**src/rtl/lzc_pkg.sv**
```systemverilog
// lzc_pkg: shared state encoding, widths and helpers for the LZC replay driver
package lzc_pkg;
  localparam logic [1:0] S_IDLE  = 2'd0;
  localparam logic [1:0] S_RUN   = 2'd1;
  localparam logic [1:0] S_DRAIN = 2'd2;
  localparam logic [1:0] S_DONE  = 2'd3;
  localparam int CNT_W      = 11;
  localparam int ZEROS_W    = 9;
  localparam int MODE_OFS   = 1;
  localparam int IVALID_OFS = 0;
  localparam logic [CNT_W-1:0] CNT_MAX = '1;
  function automatic logic [CNT_W-1:0] sat_inc(input logic [CNT_W-1:0] c);
    return (c == CNT_MAX) ? c : c + CNT_W'(1);
  endfunction
endpackage

```
**src/rtl/sync_fifo.sv**
```systemverilog
// sync_fifo: single-clock FIFO with wrap-bit pointers; writes while full are dropped
module sync_fifo #(
  parameter int WIDTH = 8,
  parameter int DEPTH = 16
) (
  input  logic             clk,
  input  logic             rst_n,
  input  logic             we,
  input  logic [WIDTH-1:0] wdata,
  input  logic             re,
  output logic [WIDTH-1:0] rdata,
  output logic             full,
  output logic             empty
);
  localparam int AW = $clog2(DEPTH);
  logic [AW:0] wptr, rptr;
  logic [WIDTH-1:0] mem [DEPTH];
  logic push, pop;
  assign full  = (wptr[AW] != rptr[AW]) && (wptr[AW-1:0] == rptr[AW-1:0]);
  assign empty = wptr == rptr;
  assign push  = we && !full;
  assign pop   = re && !empty;
  assign rdata = mem[rptr[AW-1:0]];
  // pointer advance; the extra MSB distinguishes full from empty
  always_ff @(posedge clk or negedge rst_n)
    if (!rst_n) begin
      wptr <= '0;
      rptr <= '0;
    end else begin
      if (push) wptr <= wptr + 1'b1;
      if (pop)  rptr <= rptr + 1'b1;
    end
  // storage carries no reset; emptiness is defined by the pointers alone
  always_ff @(posedge clk)
    if (push) mem[wptr[AW-1:0]] <= wdata;
endmodule

```
**src/rtl/lzc_driver.sv**
```systemverilog
// lzc_driver: replays queued micro-instructions into an LZC and scores its results against golden values
module lzc_driver import lzc_pkg::*; #(
  parameter int WIDTH     = 8,
  parameter int DEPTH     = 16,
  parameter int DRAIN_CYC = 8
) (
  input  logic               clk,
  input  logic               rst_n,
  input  logic               start,
  input  logic               instr_we,
  input  logic [WIDTH+1:0]   instr_in,
  input  logic               gold_we,
  input  logic [ZEROS_W-1:0] gold_in,
  output logic               ivalid,
  output logic               mode,
  output logic [WIDTH-1:0]   data,
  input  logic               ovalid,
  input  logic [ZEROS_W-1:0] zeros,
  output logic               instr_full,
  output logic               gold_full,
  output logic               busy,
  output logic               done,
  output logic [CNT_W-1:0]   match_cnt,
  output logic [CNT_W-1:0]   mismatch_cnt,
  output logic               err
);
  localparam int MODE_BIT = WIDTH + MODE_OFS;
  localparam int IV_BIT   = WIDTH + IVALID_OFS;
  localparam int DW       = $clog2(DRAIN_CYC) + 1;
  logic [1:0] state;
  logic [DW-1:0] drain_cnt;
  logic [WIDTH+1:0] instr_q;
  logic [ZEROS_W-1:0] gold_q;
  logic instr_empty, gold_empty, instr_re, gold_re, launch;
  assign launch   = (state == S_IDLE || state == S_DONE) && start;
  assign instr_re = (state == S_RUN) && !instr_empty;
  assign gold_re  = ovalid && !gold_empty;
  assign busy     = state == S_RUN || state == S_DRAIN;
  assign done     = state == S_DONE;
  sync_fifo #(.WIDTH(WIDTH + 2), .DEPTH(DEPTH)) u_instr_fifo (
    .clk(clk), .rst_n(rst_n), .we(instr_we), .wdata(instr_in), .re(instr_re),
    .rdata(instr_q), .full(instr_full), .empty(instr_empty)
  );
  sync_fifo #(.WIDTH(ZEROS_W), .DEPTH(DEPTH)) u_gold_fifo (
    .clk(clk), .rst_n(rst_n), .we(gold_we), .wdata(gold_in), .re(gold_re),
    .rdata(gold_q), .full(gold_full), .empty(gold_empty)
  );
  // run sequencing: RUN until the instruction FIFO runs dry, then a fixed drain before DONE
  always_ff @(posedge clk or negedge rst_n)
    if (!rst_n) begin
      state     <= S_IDLE;
      drain_cnt <= '0;
    end else if (launch) begin
      state <= S_RUN;
    end else if (state == S_RUN && instr_empty) begin
      state     <= S_DRAIN;
      drain_cnt <= '0;
    end else if (state == S_DRAIN) begin
      drain_cnt <= drain_cnt + 1'b1;
      if (drain_cnt == DW'(DRAIN_CYC - 1)) state <= S_DONE;
    end
  // registered LZC drive; mode/data hold between pops so only ivalid qualifies them
  always_ff @(posedge clk or negedge rst_n)
    if (!rst_n) begin
      ivalid <= 1'b0;
      mode   <= 1'b0;
      data   <= '0;
    end else begin
      ivalid <= instr_re && instr_q[IV_BIT];
      if (instr_re) begin
        mode <= instr_q[MODE_BIT];
        data <= instr_q[WIDTH-1:0];
      end
    end
  // result scoring runs in every state; a result with no golden value counts as a mismatch
  always_ff @(posedge clk or negedge rst_n)
    if (!rst_n) begin
      match_cnt    <= '0;
      mismatch_cnt <= '0;
      err          <= 1'b0;
    end else if (launch) begin
      match_cnt    <= '0;
      mismatch_cnt <= '0;
      err          <= 1'b0;
    end else if (ovalid) begin
      if (gold_empty) begin
        err          <= 1'b1;
        mismatch_cnt <= sat_inc(mismatch_cnt);
      end else if (zeros == gold_q) begin
        match_cnt <= sat_inc(match_cnt);
      end else begin
        mismatch_cnt <= sat_inc(mismatch_cnt);
      end
    end
endmodule
```
**config.mk**
```make
export PLATFORM = sky130hd
export DESIGN_NAME = lzc_driver
export DESIGN_NICKNAME = d
export VERILOG_FILES = /design/src/rtl/lzc_pkg.sv /design/src/rtl/sync_fifo.sv /design/src/rtl/lzc_driver.sv
export SDC_FILE = /design/constraint.sdc
export NUM_CORES = 1
export LEC_CHECK = 0
export ABC_AREA = 0
export ABC_CLOCK_PERIOD_IN_PS = 6000
export CAP_MARGIN = 25
export CORE_MARGIN = 1
export CORE_UTILIZATION = 54
export CTS_BUF_LIST = sky130_fd_sc_hd__clkbuf_8
export DETAILED_ROUTE_END_ITERATION = 10
export PLACE_DENSITY = 0.72
export SYNTH_ARGS = -nofsm -noshare
export SYNTH_HDL_FRONTEND = slang
export SYNTH_HIERARCHICAL = 1
export SYNTH_SLANG_ARGS = --single-unit
```
**constraint.sdc**
```tcl
create_clock -name clk -period 6 [get_ports clk]
set_input_delay 1.2 -clock clk [delete_from_list [all_inputs] [get_ports clk]]
set_output_delay 1.2 -clock clk [all_outputs]
set_load 0.005 [all_outputs]
```
==> results.sh, run 1 <==
export IMPL_endpoint="gold_full"
export IMPL_die_x_um=169
export IMPL_grt_max_degree=60
export IMPL_drc=0
export IMPL_dr_pass1_iters=6
export IMPL_vdd_ir_drop_max_uv=213
export IMPL_seqCellArea_um2=10600
export IMPL_power_density_nw_per_um2=450
export IMPL_synth_edff_count=304
export IMPL_ff2ff_path_depth=9
export IMPL_post_place_ws_ns=1.93
export IMPL_worstReg2RegStart="u_gold_fifo/rptr[1]"
export IMPL_setup_viol_count_final=0
export IMPL_fin_crit_ns=4.57
export IMPL_cts_buffer_depth=3
export IMPL_hold_violations=0
export IMPL_hp_class="reg2reg"
export IMPL_drv_cap=0
export IMPL_routed_wl_um=29100
export IMPL_cts_hold_buf=0
export IMPL_worst_slack_ns=1.43
export IMPL_r2r_end="match_cnt[2]"
export IMPL_worstHoldStart="data[6]"
export IMPL_drive_gt1_share_pct=20.6
export IMPL_grt_pass1_wl_um=45500
export IMPL_ant_nets=0
export IMPL_clk_latency_ns=0.60
export IMPL_rrSetupSlack_ns=1.95
export IMPL_syn_avg_cell_area_um2=17.9
export IMPL_vias=8010
export IMPL_antenna_found_initial=0
export IMPL_area_growth_pct=15.2
export IMPL_crit_type="reg2out"
export IMPL_fmax_ghz=0.219
export IMPL_crit_start="u_gold_fifo/rptr[2]"
export IMPL_io_pins=71
export IMPL_clk_pin_slew_ns=0.06
export IMPL_synth_area_um2=15000
export IMPL_ys_ff_latch=363
export IMPL_postLayoutCoreUtil_pct=63.7
export IMPL_ys_flop_type="edfxtp_1"
export IMPL_report_power_total_mw=7.77
export IMPL_grt_usage_pct=21.3
export IMPL_multi_input_comb_area_um2=4140
export IMPL_cts_tree="done"
export IMPL_start_util_pct=55.3
export IMPL_n_antenna_cell=0
export IMPL_finalCritPeriodShare_pct=76.2
export IMPL_vias_per_cell=5.85
export IMPL_final_common_cell="edfxtp_1"
export IMPL_cp_end_kind="output port"
export IMPL_ys_async_sr_fraction_pct=16.3
export IMPL_row_count=60
export IMPL_first_iter_violations=734
export IMPL_die_area_um2=28400
export IMPL_post_cts_buffers=0
export IMPL_htree_num_levels=2
export IMPL_critPathArrivalTime_ns=3.37
export IMPL_syn_nets=885
export IMPL_status="completed"
export IMPL_worst_slew_pin_slew_ns=1.06
export IMPL_fin_skew_ns=0.0416
export IMPL_final_cell_mix="edfxtp_1 (304), clkdlybuf4s50_1 (69), mux4_2 (64)"
export IMPL_synth_cells=835
export IMPL_core_um2=27100
export IMPL_fillers=1890
export IMPL_grt_pass1_vias=8130
export IMPL_yosysWarnings=6
export IMPL_grt_overflow=0
export IMPL_synthDistinctLibCells=54
export IMPL_place_congestion=0.784
export IMPL_timing_slew_headroom_pct=28.8
export IMPL_clock_sinks=363
export IMPL_cp_start_kind="flop"
export IMPL_cts_resized_gates=0
export IMPL_numCtsBuffers=56
export IMPL_p_leak_nw=5.92
export IMPL_final_nets=1001
export IMPL_die_h_um=169
export IMPL_post_drt_wl_per_cell_um=21.3
export IMPL_fin_setup_tns_ns=0
export IMPL_slew_viol_final=0
export IMPL_crit_fanout=40
export IMPL_ys_seq_area_share_pct=70.8
export IMPL_cts_root_buf="clkbuf_8"
export IMPL_rsz0062_at_grt="false"
export IMPL_cp_required_ns=4.80
export IMPL_post_dp_hpwl_um=17900
export IMPL_portBuffers=70
[worst min path at each step]
stage | depth (start not counted) | end | slack, ns
finish | 1 | data[6] | 0.50
global route | 1 | data[0] | 0.53
CTS | 1 | data[6] | 0.51
detailed placement | 1 | data[6] | 0.50
global placement | 1 | mode | 0.49
floorplan | 2 | drain_cnt[1] | 0.47
[synth_stat cells, types with 8 or more instances]
cell      instances  area [um2]
o21ai_0          17        85.1
nand2_1          52         195
edfxtp_1        304        9130
mux4_2           64        1440
nor3_1           23         115
inv_1             9        33.8
nand3_1           8        40.0
clkbuf_1          8        30.0
dfrtp_1          59        1480
nor2_1           28         105
mux2_2           11         124
a21oi_1          16        80.1
buf_2            16        80.1
ha_1             16         200
buf_6             9         101
mux4_1           12         315
nand4_1           9        56.3
xnor2_1          30         263
a22oi_1          38         285
[sequential cells by signal, indices dropped and copies added, names as in the netlist, 2 cells and up]
register,cells
data,8
mismatch_cnt,11
state,2
u_instr_fifo/mem,160
match_cnt,11
u_gold_fifo/rptr,5
u_gold_fifo/wptr,5
drain_cnt,4
u_instr_fifo/rptr,5
u_instr_fifo/wptr,5
u_gold_fifo/mem,144
[power by group]
part           internal, mW  total, mW  switching (mW)
Clock                  1.02       1.94           0.926
Combinational          1.17       2.47            1.30
Sequential             3.10       3.36           0.258
[stage by stage]
stage          cell area [um2]  std cells  hold WS, ns
2_1_floorplan            15000        835        0.475
3_3_place_gp             16100       1261        0.491
3_5_place_dp             16200       1264        0.496
4_1_cts                  17200       1369        0.509
5_1_grt                  17300       1370        0.534
6_report                 17300       1370        0.505
[critical path, cell delays in order, from the launching register on]
cell	delay (ns)
dfrtp_1	0.32
buf_4	0.45
xnor2_1	0.18
nand4_1	0.44
nor2_2	0.71
clkdlybuf4s50_1	0.68
[cell type report]
type,count,share of cell area (%)
sequential,363,61.5
multi-input combinational,420,24.0
timing repair buffer,101,5.47
clock buffer,57,4.55
tap,372,2.70
clock inverter,48,1.63
inverter,9,0.196
[layer usage]
layer,up-vias,wire (um),GRT usage [%]
met5,-,0,0
met4,0,562,6.52
met3,50,1900,4.12
met2,245,13800,33.0
met1,4128,12800,31.1
li1,3587,-,-
[cell families (layout without fill, tap and decap cells)]
group,Yosys count,after routing,share of synthesized area [%]
xor gates and xnor gates,36,36,2.10
buffers and inverters,52,215,2.06
muxes,93,93,13.0
adders and majority gates,16,16,1.34
DFF,363,363,70.8
AOI/OAI and AO/OA,99,99,4.58
and+or+nand+nor,176,176,6.13
Note: power is estimated with default switching activity, not from simulation.
==> run 2, diff against run 1 <==
--- a/config.mk
+++ b/config.mk
@@ -6,7 +6,7 @@
 export NUM_CORES = 1
 export LEC_CHECK = 0
 export ABC_AREA = 0
-export ABC_CLOCK_PERIOD_IN_PS = 6000
+export ABC_CLOCK_PERIOD_IN_PS = 4660
 export CAP_MARGIN = 25
 export CORE_MARGIN = 1
 export CORE_UTILIZATION = 54
==> constraint.sdc (replaced) <==
create_clock -name clk -period 4.66 [get_ports clk]
set_input_delay 0.932 -clock clk [delete_from_list [all_inputs] [get_ports clk]]
set_output_delay 0.932 -clock clk [all_outputs]
set_load 0.005 [all_outputs]
==> results.sh, run 2 (synthesis results as in run 1) <==
export IMPL_status="completed"
export IMPL_final_cell_count_no_fill=1371
export IMPL_slew_viol_final=0
export IMPL_place_congestion=0.776
export IMPL_clk_latency_ns=0.59
export IMPL_rsz0062_at_grt="false"
export IMPL_cp_required_ns=3.73
export IMPL_cts_hold_buf=0
export IMPL_hp_class="in2async"
export IMPL_post_drt_wl_per_cell_um=21.8
export IMPL_grt_pass1_wl_um=46300
export IMPL_timing_slew_headroom_pct=28.9
export IMPL_cp_end_kind="output port"
export IMPL_post_cts_buffers=0
export IMPL_finalCritPeriodShare_pct=87.3
export IMPL_hold_violations=0
export IMPL_cp_start_kind="flop"
export IMPL_die_x_um=169
export IMPL_worstReg2RegStart="u_gold_fifo/rptr[2]"
export IMPL_crit_buf_inv=1
export IMPL_core_um2=27100
export IMPL_slowest_stage="clkdlybuf4s50_1"
export IMPL_grt_overflow=0
export IMPL_first_iter_violations=846
export IMPL_vias_per_cell=5.88
export IMPL_numCtsBuffers=55
export IMPL_clock_sinks=363
export IMPL_cts_root_buf="clkbuf_8"
export IMPL_final_common_cell="edfxtp_1"
export IMPL_drc=0
export IMPL_vias=8056
export IMPL_die_area_um2=28400
export IMPL_clk_pin_slew_ns=0.07
export IMPL_cts_buffer_depth=3
export IMPL_final_nets=1009
export IMPL_largest_reg_flops=160
export IMPL_max_stage_delay_ns=0.66
export IMPL_start_util_pct=55.3
export IMPL_fin_skew_ns=0.0255
export IMPL_routed_wl_um=29900
export IMPL_vdd_ir_drop_max_uv=288
export IMPL_critPathArrivalTime_ns=3.14
export IMPL_grt_usage_pct=21.8
export IMPL_area_growth_pct=14.9
export IMPL_row_count=60
export IMPL_ant_nets=0
export IMPL_drv_cap=0
export IMPL_post_dp_hpwl_um=18600
export IMPL_fin_setup_tns_ns=0
export IMPL_die_h_um=169
export IMPL_power_density_nw_per_um2=573
export IMPL_cts_tree="done"
export IMPL_worstPathCellList="xnor2_1 -> nand4_1 -> nor2_2 -> clkdlybuf4s50_1"
export IMPL_setup_viol_count_final=0
export IMPL_dp_cells=1273
export IMPL_portBuffers=70
export IMPL_grt_max_degree=44
export IMPL_grt_pass1_vias=8115
export IMPL_dr_pass1_iters=5
export IMPL_n_antenna_cell=0
export IMPL_crit_start="u_instr_fifo/wptr[2]"
export IMPL_antenna_found_initial=0
export IMPL_htree_num_levels=2
export IMPL_fmax_ghz=0.246
export IMPL_worst_slew_pin_slew_ns=1.06
export IMPL_p_leak_nw=5.96
export IMPL_critPathTopFamily="simple AND/OR/NAND/NOR gates"
export IMPL_io_pins=71
export IMPL_final_cell_mix="edfxtp_1 (304), clkdlybuf4s50_1 (69), mux4_2 (64)"
export IMPL_fin_crit_ns=4.07
export IMPL_drive_gt1_share_pct=20.9
export IMPL_crit_type="reg2out"
export IMPL_cts_resized_gates=0
export IMPL_crit_fanout=13
export IMPL_postLayoutCoreUtil_pct=63.6
run 2: cell types whose count changed in the layout (fill, tap and decap cells not counted):
cell | before | now
bufinv_16 | 3 | 0
buf_6 | 4 | 1
clkbuf_8 | 57 | 61
buf_12 | 0 | 1
inv_1 | 28 | 35
nor3_2 | 6 | 0
clkinv_1 | 20 | 5
clkinv_2 | 3 | 2
buf_4 | 27 | 38
nor3_1 | 17 | 23
run 2: final cells by class:
class,instances,area [um2]
flip-flops and latches,363,10600
fillers,1902,9870
multi-input cells,420,4110
repair buffers,110,1010
clock buffers,61,840
well taps,372,465
clock inverters,36,156
inverters,9,33.8
run 2: worst register-to-register path: stages (launching register included):
cell	delay (ns)
dfrtp_1	0.90
buf_4	0.31
mux4_2	0.30
a22oi_1	0.15
nand2_1	0.13
xor2_1	0.20
or4_4	0.53
nor4b_4	0.68
a21oi_1	0.16
a31o_2	0.24
run 2: stage by stage:
| stage | worst slack (ns) | hold WS, ns | power (mW) | instance area (um2) |
|---|---|---|---|---|
| finish | 0.591 | 0.357 | 9.87 | 17200 |
| detailed placement | 0.980 | 0.507 | 7.61 | 16200 |
| global placement | 1.02 | 0.489 | 7.53 | 16200 |
| floorplan | 1.63 | 0.475 | 6.70 | 15000 |
| CTS | 0.557 | 0.351 | 9.97 | 17200 |
| global route | 0.344 | 0.389 | 10.4 | 17200 |
run 2: power breakdown:
part           internal (mW)  switching, mW
clock                   1.20           1.15
combinational           1.54           1.64
sequential              3.99          0.359
run 2: path summary, 6_finish.rpt:
check | slack (ns) | endpoint | cells after the start
setup / recovery | 0.59 | instr_full | 4
hold / removal | 0.36 | mismatch_cnt[4] | 1
setup reg to reg | 0.96 | match_cnt[2] | 9
hold reg to reg | 0.51 | data[0] | 1
max in group asynchronous | 3.37 | u_instr_fifo/rptr[1] | 2
min in group clk | 0.51 | data[0] | 1
run 2: per-layer routing:
layer | global-route usage (%) | routed length (um)
met1 | 32.8 | 13300
met2 | 32.6 | 14000
met5 | 0 | 0
met3 | 4.14 | 2050
met4 | 6.44 | 525
